## config.mk

```make
export PLATFORM = sky130hd
export DESIGN_NAME = run_burst_gen
export DESIGN_NICKNAME = d
export VERILOG_FILES = /design/src/rtl/run_burst_pkg.sv /design/src/rtl/burst_down_counter.sv /design/src/rtl/run_burst_gen.sv
export SDC_FILE = /design/constraint.sdc
export NUM_CORES = 1
export LEC_CHECK = 0
export CAP_MARGIN = 20
export CORE_ASPECT_RATIO = 1.1
export CORE_MARGIN = 4
export CORE_UTILIZATION = 49
export DETAILED_ROUTE_END_ITERATION = 7
export PLACE_DENSITY = 0.78
export RECOVER_POWER = 100
export SETUP_SLACK_MARGIN = 0.2
export SLEW_MARGIN = 20
export SYNTH_ARGS = -nofsm -noshare
export SYNTH_HDL_FRONTEND = slang
export SYNTH_SLANG_ARGS = --single-unit
```

## constraint.sdc

```tcl
create_clock -name CLK -period 1.6 [get_ports CLK]
set_input_delay 0.24 -clock CLK [delete_from_list [all_inputs] [get_ports CLK]]
set_output_delay 0.24 -clock CLK [all_outputs]
set_load 0.005 [all_outputs]
```

## src/rtl/run_burst_pkg.sv

```systemverilog
// Shared types and constants for the run_burst_gen serial burst generator.
package run_burst_pkg;

   typedef enum logic [1:0] {
      IDLE,
      ONES,
      ZEROS,
      FIN
   } state_t;

   localparam int unsigned RUN_BURST_W_DEFAULT = 4;

endpackage

```

## src/rtl/burst_down_counter.sv

```systemverilog
// Loadable W-bit down-counter with enable and zero flag; load has priority over enable.
module burst_down_counter #(
   parameter int unsigned W = 4
) (
   input  logic         clk,
   input  logic         rst,
   input  logic         load,
   input  logic         en,
   input  logic [W-1:0] load_val,
   output logic [W-1:0] cnt,
   output logic         zero
);

   localparam logic [W-1:0] ONE = W'(1);

   always_ff @(posedge clk or posedge rst) begin
      if (rst) begin
         cnt <= '0;
      end else if (load) begin
         cnt <= load_val;
      end else if (en) begin
         cnt <= cnt - ONE;
      end
   end

   assign zero = (cnt == '0);

endmodule

```

## src/rtl/run_burst_gen.sv

```systemverilog
// Serial burst generator: LEN ones then GAP zeros on a registered line, with start/busy/done.
// Optional back-to-back bursts via the REPEAT port when RUN_BURST_REPEAT_EN is defined.
module run_burst_gen
   import run_burst_pkg::*;
#(
   parameter int unsigned W = RUN_BURST_W_DEFAULT
) (
   input  logic         CLK,
   input  logic         RST,
   input  logic         START,
   input  logic [W-1:0] LEN,
   input  logic [W-1:0] GAP,
   output logic         SOUT,
   output logic         BUSY,
   output logic         DONE
`ifdef RUN_BURST_REPEAT_EN
   ,
   input  logic         REPEAT
`endif
);

   localparam logic [W-1:0] ONE = W'(1);

   state_t       state;
   logic [W-1:0] len_q;
   logic [W-1:0] gap_q;
   logic         load;
   logic         en;
   logic [W-1:0] load_val;
   logic [W-1:0] cnt;
   logic         zero;
   logic         again;
   logic         rep_in;

`ifdef RUN_BURST_REPEAT_EN
   logic rep_q;
   assign again  = rep_q;
   assign rep_in = REPEAT;
`else
   assign again  = 1'b0;
   assign rep_in = 1'b0;
`endif

   burst_down_counter #(.W(W)) u_cnt (
      .clk      (CLK),
      .rst      (RST),
      .load     (load),
      .en       (en),
      .load_val (load_val),
      .cnt      (cnt),
      .zero     (zero)
   );

   // Counter is reloaded on every phase entry so it never decrements past zero.
   always_comb begin
      load     = 1'b0;
      en       = 1'b0;
      load_val = '0;
      unique case (state)
         IDLE: begin
            if (START && (LEN != '0)) begin
               load     = 1'b1;
               load_val = LEN - ONE;
            end
         end
         ONES: begin
            if (!zero) begin
               en = 1'b1;
            end else if (gap_q != '0) begin
               load     = 1'b1;
               load_val = gap_q - ONE;
            end
         end
         ZEROS: begin
            en = !zero;
         end
         FIN: begin
            load     = again;
            load_val = len_q - ONE;
         end
      endcase
   end

   always_ff @(posedge CLK or posedge RST) begin
      if (RST) begin
         state <= IDLE;
         SOUT  <= 1'b0;
         BUSY  <= 1'b0;
         DONE  <= 1'b0;
         len_q <= '0;
         gap_q <= '0;
`ifdef RUN_BURST_REPEAT_EN
         rep_q <= 1'b0;
`endif
      end else begin
         DONE <= 1'b0;
         unique case (state)
            IDLE: begin
               if (START) begin
                  len_q <= LEN;
                  gap_q <= GAP;
                  BUSY  <= 1'b1;
                  if (LEN == '0) begin
                     state <= FIN;
                     DONE  <= 1'b1;
                     SOUT  <= 1'b0;
                  end else begin
                     state <= ONES;
                     SOUT  <= 1'b1;
                  end
               end
            end
            ONES: begin
               if (zero) begin
                  SOUT <= 1'b0;
`ifdef RUN_BURST_REPEAT_EN
                  rep_q <= rep_in;
`endif
                  if (gap_q != '0) begin
                     state <= ZEROS;
                  end else begin
                     state <= FIN;
                     DONE  <= 1'b1;
                  end
               end
            end
            ZEROS: begin
               if (zero) begin
                  state <= FIN;
                  DONE  <= 1'b1;
`ifdef RUN_BURST_REPEAT_EN
                  rep_q <= rep_in;
`endif
               end
            end
            FIN: begin
`ifdef RUN_BURST_REPEAT_EN
               rep_q <= 1'b0;
`endif
               if (again) begin
                  state <= ONES;
                  SOUT  <= 1'b1;
               end else begin
                  state <= IDLE;
                  BUSY  <= 1'b0;
               end
            end
         endcase
      end
   end

   logic unused_ok;
   assign unused_ok = rep_in;

endmodule

```

; ---- After elaboration in Yosys (flattened, before gate mapping)
; Index checks and enable logic that the tools add are counted.
[word_totals]
register_bits = 17
[classes]
n_mux = 30
n_addsub = 4
n_reduce_logical = 14
eq_ne = 6
[ops]
columns = op, count
row1 = 4-bit 2-to-1 mux, 5
row2 = "4-bit by 1-bit subtractor with 4-bit output, second input constant", 4
row3 = 1-bit 2-to-1 mux, 14
row4 = 4-bit case mux with 3 select lines, 1
row5 = 4-bit logical NOT, 2
row6 = 2-bit 2-to-1 mux, 4
row7 = 1-bit case mux with 2 select lines, 4
row8 = 2-bit case mux with 4 select lines, 1
row9 = 4-bit nonzero test, 2
row10 = "2-bit != test, second input constant", 3
row11 = 3-bit AND reduction, 2
row12 = 2-bit nonzero test, 3
row13 = "2-bit equality test, second input constant", 2
row14 = 2-bit AND reduction, 2
row15 = 1-bit case mux with 3 select lines, 1
row16 = "2-bit by 1-bit equality test with 1-bit output, second input constant", 1
row17 = 2-bit logical NOT, 1
row18 = 1-bit logical AND, 1
row19 = 1-bit logical NOT, 1

; ---- Longest topological paths before layout
; Gate-level depths: netlist (run 1).
[logic_depth]
word_depth = 5
mapped_depth = 6
mapped_depth_nobuf = 6

; ---- By module
; From an unflattened synthesis (run 1), not the netlist that was laid out.
[unflattened]
cells_unflattened = 122
area_unflattened_um2 = 1174.9
[by_module_without_submodules]
columns = mod, area_per_inst_um2, n_inst, cells_per_inst
row1 = run_burst_gen, 943.4, 1, 99
row2 = burst_down_counter, 231.5, 1, 23

; ---- Worst setup path after synthesis (run 1)
; Ideal clock, no wire load.
[synth_path]
path_type = register -> register
startpoint = register state[0]
endpoint = register u_cnt.cnt[1]
stages_incl_launch_ff = 7
arrival_time_ps = 1472
n_path_buf = 0
setup_slack_ps = 45
cell_sequence = dfrtp_1 inv_1 ha_1 nand2_4 or2_4 o221a_1 o22ai_1
[synth_via]
elab_chain_cells = 3
[synth_lines]
columns = element, line
row1 = "start, declared", run_burst_gen.sv:24  ; state_t state;
row2 = "start signal, assigned", run_burst_gen.sv:86  ; state <= IDLE;
row3 = "start signal, assigned", run_burst_gen.sv:104  ; state <= FIN;
row4 = "start signal, assigned", run_burst_gen.sv:108  ; state <= ONES;
row5 = "2-bit equality test, or another cell as far along", run_burst_gen.sv:59  ; unique case (state)
row6 = 4-bit case mux with 3 select lines or 1-bit case mux with 2 select lines (tied branches), run_burst_gen.sv:59
row7 = 4-bit 2-to-1 mux or 2-bit nonzero test (tied branches), --
row8 = "end signal, assigned", burst_down_counter.sv:20  ; cnt <= load_val;
row9 = "end signal, assigned", burst_down_counter.sv:22  ; cnt <= cnt - ONE;
row10 = "end, declared", burst_down_counter.sv:10  ; output logic [W-1:0] cnt,
; Several ways; a longest one is shown, not always the timed one.
; A chain may end at the register's enable or synchronous reset.

; ---- Worst setup path after layout (run 1)
[layout_path]
startpoint = register state[1]
endpoint = register u_cnt.cnt[1]
; Same word-level chain as after synthesis.

==> reports/qor.yml, run 1 <==
run_status:
  outcome: "finished, violations left"
  violations: "negative setup slack"
cts:
  cts_buffer_depth: 2
  cts-htree-levels: 1
  clock-root-buffer: "clkbuf_4"
  cts.clk_slew.worst_paths_ns: 0.11
  numClockSinks: 17
  numCtsBuffers: 3
  cts-hold-fix-buffers: 0
  clk_latency_ns: 0.30
  cts_tree: "yes"
sta:
  tns_ns: -0.03381
  hold_slack_ns: 0.3236
  maxSlewViolCount: 0
  grt_setup_unrepaired: "true"
  fin_worst_skew_ns: 0.007120
  tightest_slew_ns: 0.5553
  fin_ws_ns: -0.02239
  report.final.hold_viol_count: 0
  slew_headroom_pct: 62.98
  min_period_ns: 1.622
  timing.final.crit_share_pct: 101.4
  max_freq_ghz: 0.6164
  timing.final.setup_violations: 2
worst_setup_path:
  critical_path.endpoint_type: "flop"
  criticalPathCategory: "reg -> reg"
  crit_path_max_fanout: 4
  worst-endpoint-arrival_ns: 1.85
  regToRegSetupSlack_ns: -0.02
  required_ns: 1.83
  start_kind: "flop"
cells_and_area:
  share_of_final_layout_standard_cells_stronger_than_drive_strength_1_pct: 48.24
  regArea_um2: 426.7
  fin_area_um2: 1842
  num-fill-cells: 131
  total_area_of_multi_input_combinational_cells_um2: 872.1
  area_delta_synth_final_pct: 56.93
  antenna-diode-count: 0
  layout_net_count: 193
  final_cell_count_no_fill: 200
flow_run:
  timing.max_cap.violations: 0
power_and_ir_drop:
  power.switching_fraction_pct: 41.02
  irDropWorstVdd_mv: 1.415
  leakage_uw: 0.0008229
  comb_power_share_pct: 70.1
  seqPwrFrac_pct: 23.2
  netSwitchingPower_uw: 1499
  cellInternalPower_uw: 2156
  cellPowerDensity_nw_per_um2: 1984
  clockPowerShare_pct: 6.8
floorplan:
  die_area_um2: 3243
  ioPinCount: 14
  initial_cell_density_of_the_core_pct: 51.60
  chipHeight_um: 59.33
  placementRows: 18
  floorplan.die.width_um: 54.66
  core_area_um2: 2275
yosys:
  synthesis.area_um2: 1174
  ys_async_sr_fraction_pct: 100.0
  synth_sequential_area_ratio_pct: 36.25
  yosys_warnings: 0
  synth.most_common_cell: "dfrtp_1"
  synthesis.nets: 138
  synth_seq_cells: 17
  synthFlopType: "dfrtp_1"
  synth_top_cell_by_area: "dfrtp_1"
  synth_common_cells: "dfrtp_1, inv_1, ha_1"
  synth_top_area_share_pct: 36.25
  synth_top_cells_by_area: "dfrtp_1, ha_1, mux2_1, inv_1, xnor2_1"
  synth_cell_types: 36
  post_synth_inst_count: 116
  synth_edf_count: 0
  syn_avg_cell_area_um2: 10.12
min_path:
  worstHoldPathType: "in -> async"
routing:
  drc: 0
  ant_nets: 0
  first_pass_iters: 4
  detailroute.via_count: 1133
  post_drt_via_cell_ratio: 5.665
  wl_per_cell_um: 17.45
  detail_route.wirelength_mm: 3.489
  first_iter_violations: 21
grt:
  global_route_wire_length_before_repair_mm: 4.905
  grt_overflow: 0
  largest_net_degree_at_the_start_of_global_routing: 11
  antenna_found_initial: 0
  grt_pass1_vias: 1128
  global_route.usage.total_pct: 21.00
placement:
  finalWeightedCongestion: 0.8319
  dpl.cell_count: 173
  dpl.hpwl_mm: 2.094
  io_buffers: 13
  dpl-instance-area_um2: 1496
[final timing paths]
| check | from | end | depth (start not counted) |
|---|---|---|---|
| setup reg to reg | state[1]$_DFFE_PP0P_ | u_cnt.cnt[1]$_DFFE_PP0P_ | 6 |
| min in group CLK | LEN[1] | len_q[1]$_DFFE_PP0P_ | 4 |
| hold / removal | RST | state[1]$_DFFE_PP0P_ | 2 |
| setup / recovery | state[1]$_DFFE_PP0P_ | u_cnt.cnt[1]$_DFFE_PP0P_ | 6 |
| hold reg to reg | BUSY$_DFFE_PP0P_ | BUSY$_DFFE_PP0P_ | 2 |
| max in group asynchronous | RST | gap_q[3]$_DFFE_PP0P_ | 3 |
[sequential cells by signal (all words and copies together) (netlist names)]
name       flops
u_cnt.cnt      4
state          2
DONE           1
gap_q          4
BUSY           1
SOUT           1
len_q          4
[what timing repair did]
item / CTS / global route
pin swaps: 7 / 6
resized for setup: 22 / 20
buffers inserted: 15 / 8
endpoints found under the setup margin: 15 / 18
[cell families after synthesis]
kind of cell	Yosys count	share of synthesized area, %
XOR/XNOR	6	4.478
flip-flops	17	36.25
buffers and inverters	14	4.584
multiplexers	8	7.569
AO/OA/AOI/OAI	27	15.89
adder cells (fa/ha/maj)	11	11.73
AND/OR/NAND/NOR	33	19.51
[area by class of cell]
type	instances	area share, %
timing repair buffer	51	23.37
tap	30	2.038
sequential	17	23.17
multi-input combinational	85	47.35
clock buffer	4	1.427
inverter	13	2.649
[cells in the final DEF (no fill, tap or decap), types with 3 or more instances in the layout]
cell type,n
buf_4,31
clkdlybuf4s50_1,8
nand2_1,6
dfrtp_1,16
clkbuf_4,3
dlygate4sd2_1,3
buf_6,6
o21ai_1,4
inv_2,7
inv_1,6
ha_1,5
xnor2_1,4
ha_4,4
o21ai_2,3
nor3_1,5
mux2_4,6
[power by group through the flow]
stage          Sequential, uW  Combinational, uW  Clock (uW)
2_1_floorplan             816               1180           0
3_3_place_gp              828               1590           0
3_5_place_dp              842               1650           0
4_1_cts                   837               2110         244
5_1_grt                   868               2740         262
6_report                  847               2560         247
[metrics by stage]
| stage | total power (uW) | util (%) | worst slack, ns |
|---|---|---|---|
| floorplan | 1999 | - | 0.1141 |
| global placement | 2418 | 65.79 | -0.2440 |
| detailed placement | 2493 | 65.79 | -0.3210 |
| CTS | 3187 | 75.08 | 0.01316 |
| global route | 3874 | 80.97 | -0.05493 |
| finish | 3655 | 80.97 | -0.02239 |
[worst max-delay path, cell delays in order (launching register included)]
cell,delay (ns)
dfrtp_1,0.42
inv_2,0.11
ha_4,0.16
nand4bb_4,0.16
or2_4,0.29
o221a_1,0.26
o22ai_2,0.14
[metal layers]
layer	vias to the layer above	track usage, %	wire length [um]
met1	550	23.09	1345
met3	14	4.282	170
li1	521	-	-
met5	-	0	0
met2	48	37.50	1866
met4	0	9.253	106
(Power assumes the default switching activity.)
==> run 2: changes to the inputs <==
Settings changed: ABC_CLOCK_PERIOD_IN_PS set to 1600, CELL_PAD_IN_SITES_DETAIL_PLACEMENT set to 0, CELL_PAD_IN_SITES_GLOBAL_PLACEMENT set to 1, CORE_MARGIN 4 to 10, CORE_UTILIZATION 49 to 38.
==> run 2 against run 1 <==
  * Combinational power shrank 4%
  * Clock power grew 6%
  * Largest power group unchanged
  * Worst hold slack gained 0.013 ns
  * First-iteration DRC count grew 67%
  * Global-route usage shrank 9.6 points
  * Clock skew shrank 0.0014 ns
  * Sequential cell count is the same
  * Non-clock buffer count shrank 3
  * The run now ends clean
  * Sequential power is essentially flat
  * Die area grew 76%
  * Largest cell class unchanged
  * Cell area shrank 0.88%
==> reports/qor.yml, run 2 (synthesis results as in run 1) <==
worst_setup_path:
  crit_path_max_fanout: 4
  criticalPathCategory: "reg -> reg"
  reg2reg_to: "u_cnt.cnt[1]$_DFFE_PP0P_"
  worstReg2RegStart: "state[1]$_DFFE_PP0P_"
  start_kind: "flop"
  worst-endpoint-arrival_ns: 1.80
  critical_path.endpoint_type: "flop"
  reg2reg_depth: 6
  required_ns: 1.84
  regToRegSetupSlack_ns: 0.03
min_path:
  worstHoldPathType: "in -> reg"
  hold_critical_path_endpoint: "len_q[1]$_DFFE_PP0P_"
  min_delay_path_depth: 4
  min_delay_startpoint: "LEN[1]"
sta:
  tns_ns: 0
  slew_headroom_pct: 33.42
  max_freq_ghz: 0.6378
  report.final.hold_viol_count: 0
  min_period_ns: 1.568
  tightest_slew_ns: 0.9987
  maxSlewViolCount: 0
  fin_worst_skew_ns: 0.005728
  hold_slack_ns: 0.3370
  timing.final.setup_violations: 0
  grt_setup_unrepaired: "true"
  timing.final.crit_share_pct: 97.99
power_and_ir_drop:
  comb_power_share_pct: 68.9
  seqPwrFrac_pct: 23.8
  clockPowerShare_pct: 7.3
  cellPowerDensity_nw_per_um2: 1952
  cellInternalPower_uw: 2133
  netSwitchingPower_uw: 1430
  leakage_uw: 0.0008116
  power.switching_fraction_pct: 40.13
  irDropWorstVdd_mv: 1.241
placement:
  finalWeightedCongestion: 0.7512
  io_buffers: 13
  dpl.hpwl_mm: 2.232
  dpl-instance-area_um2: 1516
  dpl.cell_count: 179
cells_and_area:
  final_cell_mix: "buf_4, dfrtp_1, buf_6"
  post_route_core_utilization_pct: 60.94
  fin_area_um2: 1826
  area_delta_synth_final_pct: 55.54
  final_cell_count_no_fill: 201
  share_of_final_layout_standard_cells_stronger_than_drive_strength_1_pct: 47.90
  layout_net_count: 190
  layout.cells.most_common: "buf_4"
  biggestRegsByFlops: "gap_q: 4 flops, len_q: 4 flops, u_cnt.cnt: 4 flops"
  antenna-diode-count: 0
grt:
  global_route_wire_length_before_repair_mm: 5.319
  global_route.usage.total_pct: 11.36
  grt_pass1_vias: 1210
  antenna_found_initial: 0
  grt_overflow: 0
  largest_net_degree_at_the_start_of_global_routing: 18
cts:
  cts_buffer_depth: 2
  cts_tree: "yes"
  cts-htree-levels: 1
  clock-root-buffer: "clkbuf_4"
  cts-hold-fix-buffers: 0
  numCtsBuffers: 3
  cts.clk_slew.worst_paths_ns: 0.12
  clk_latency_ns: 0.31
  numClockSinks: 17
routing:
  first_iter_violations: 35
  ant_nets: 0
  first_pass_iters: 4
  drc: 0
  detailroute.via_count: 1086
  detail_route.wirelength_mm: 3.069
  post_drt_via_cell_ratio: 5.403
  wl_per_cell_um: 15.27
floorplan:
  placementRows: 21
  die_area_um2: 5714
  core_area_um2: 2995
  floorplan.die.width_um: 72.99
  chipHeight_um: 78.29
  initial_cell_density_of_the_core_pct: 39.18
  ioPinCount: 14
flow_run:
  timing.max_cap.violations: 0
run_status:
  outcome: "finished clean"
[run 2: cell count changes in the layout (fill, tap and decap cells not counted), sizes merged]
cell,change
buf,-3
clkbuf,-1
clkdlybuf4s25,-1
clkdlybuf4s50,-1
clkinvlp,+1
dlygate4sd2,+1
dlymetal6s2s,+1
[run 2: power groups by stage]
stage | clock network, uW | registers (uW) | logic (uW)
6_report | 262 | 846 | 2450
4_1_cts | 263 | 839 | 2200
3_5_place_dp | 0 | 843 | 1700
3_3_place_gp | 0 | 834 | 1640
5_1_grt | 276 | 885 | 2660
2_1_floorplan | 0 | 816 | 1180
[run 2: repair_timing]
item / 4_1_cts / 5_1_grt
cloned: 0 / 0
buffers inserted: 13 / 5
hold endpoints to repair: 0 / 0
endpoints found under the setup margin: 16 / 14
gates resized for setup: 27 / 18
pin swaps: 10 / 8
[run 2: worst max-delay path by stage]
stage,slack (ns),endpoint,start
floorplan,0.11,u_cnt.cnt[1]$_DFFE_PP0P_,state[1]$_DFFE_PP0P_
global placement,-0.21,u_cnt.cnt[1]$_DFFE_PP0P_,LEN[0]
detailed placement,-0.30,u_cnt.cnt[3]$_DFFE_PP0P_,LEN[0]
CTS,0.02,u_cnt.cnt[1]$_DFFE_PP0P_,state[1]$_DFFE_PP0P_
global route,-0.02,u_cnt.cnt[3]$_DFFE_PP0P_,state[1]$_DFFE_PP0P_
finish,0.03,u_cnt.cnt[1]$_DFFE_PP0P_,state[1]$_DFFE_PP0P_
[run 2: through the flow]
| step | setup WS [ns] | total power (uW) |
|---|---|---|
| 2_1_floorplan | 0.1141 | 1999 |
| 3_3_place_gp | -0.2142 | 2474 |
| 3_5_place_dp | -0.2957 | 2544 |
| 4_1_cts | 0.02494 | 3299 |
| 5_1_grt | -0.02299 | 3817 |
| 6_report | 0.03221 | 3563 |
[run 2: worst max-delay path, stage by stage, from the launching register on]
cell       delay [ns]
dfrtp_1          0.42
inv_2            0.10
ha_4             0.17
nand4bb_4        0.12
or2_4            0.29
o221a_1          0.25
o22ai_1          0.15
[run 2: cell type report]
cell class,count,area (um^2)
Fill cell,251,1170
Multi-Input combinational cell,85,857.1
Sequential cell,17,426.7
Timing Repair Buffer,48,420.4
Inverter,13,48.80
Tap cell,34,42.54
Clock buffer,3,22.52
Clock inverter,1,7.507
[run 2: layer usage]
layer	vias to the layer above	share of wire, %	track usage (%)
met5	-	0	0
met1	550	39	11.75
li1	517	-	-
met2	14	56	20.91
met4	0	1.4	4.943
met3	5	3.6	2.516
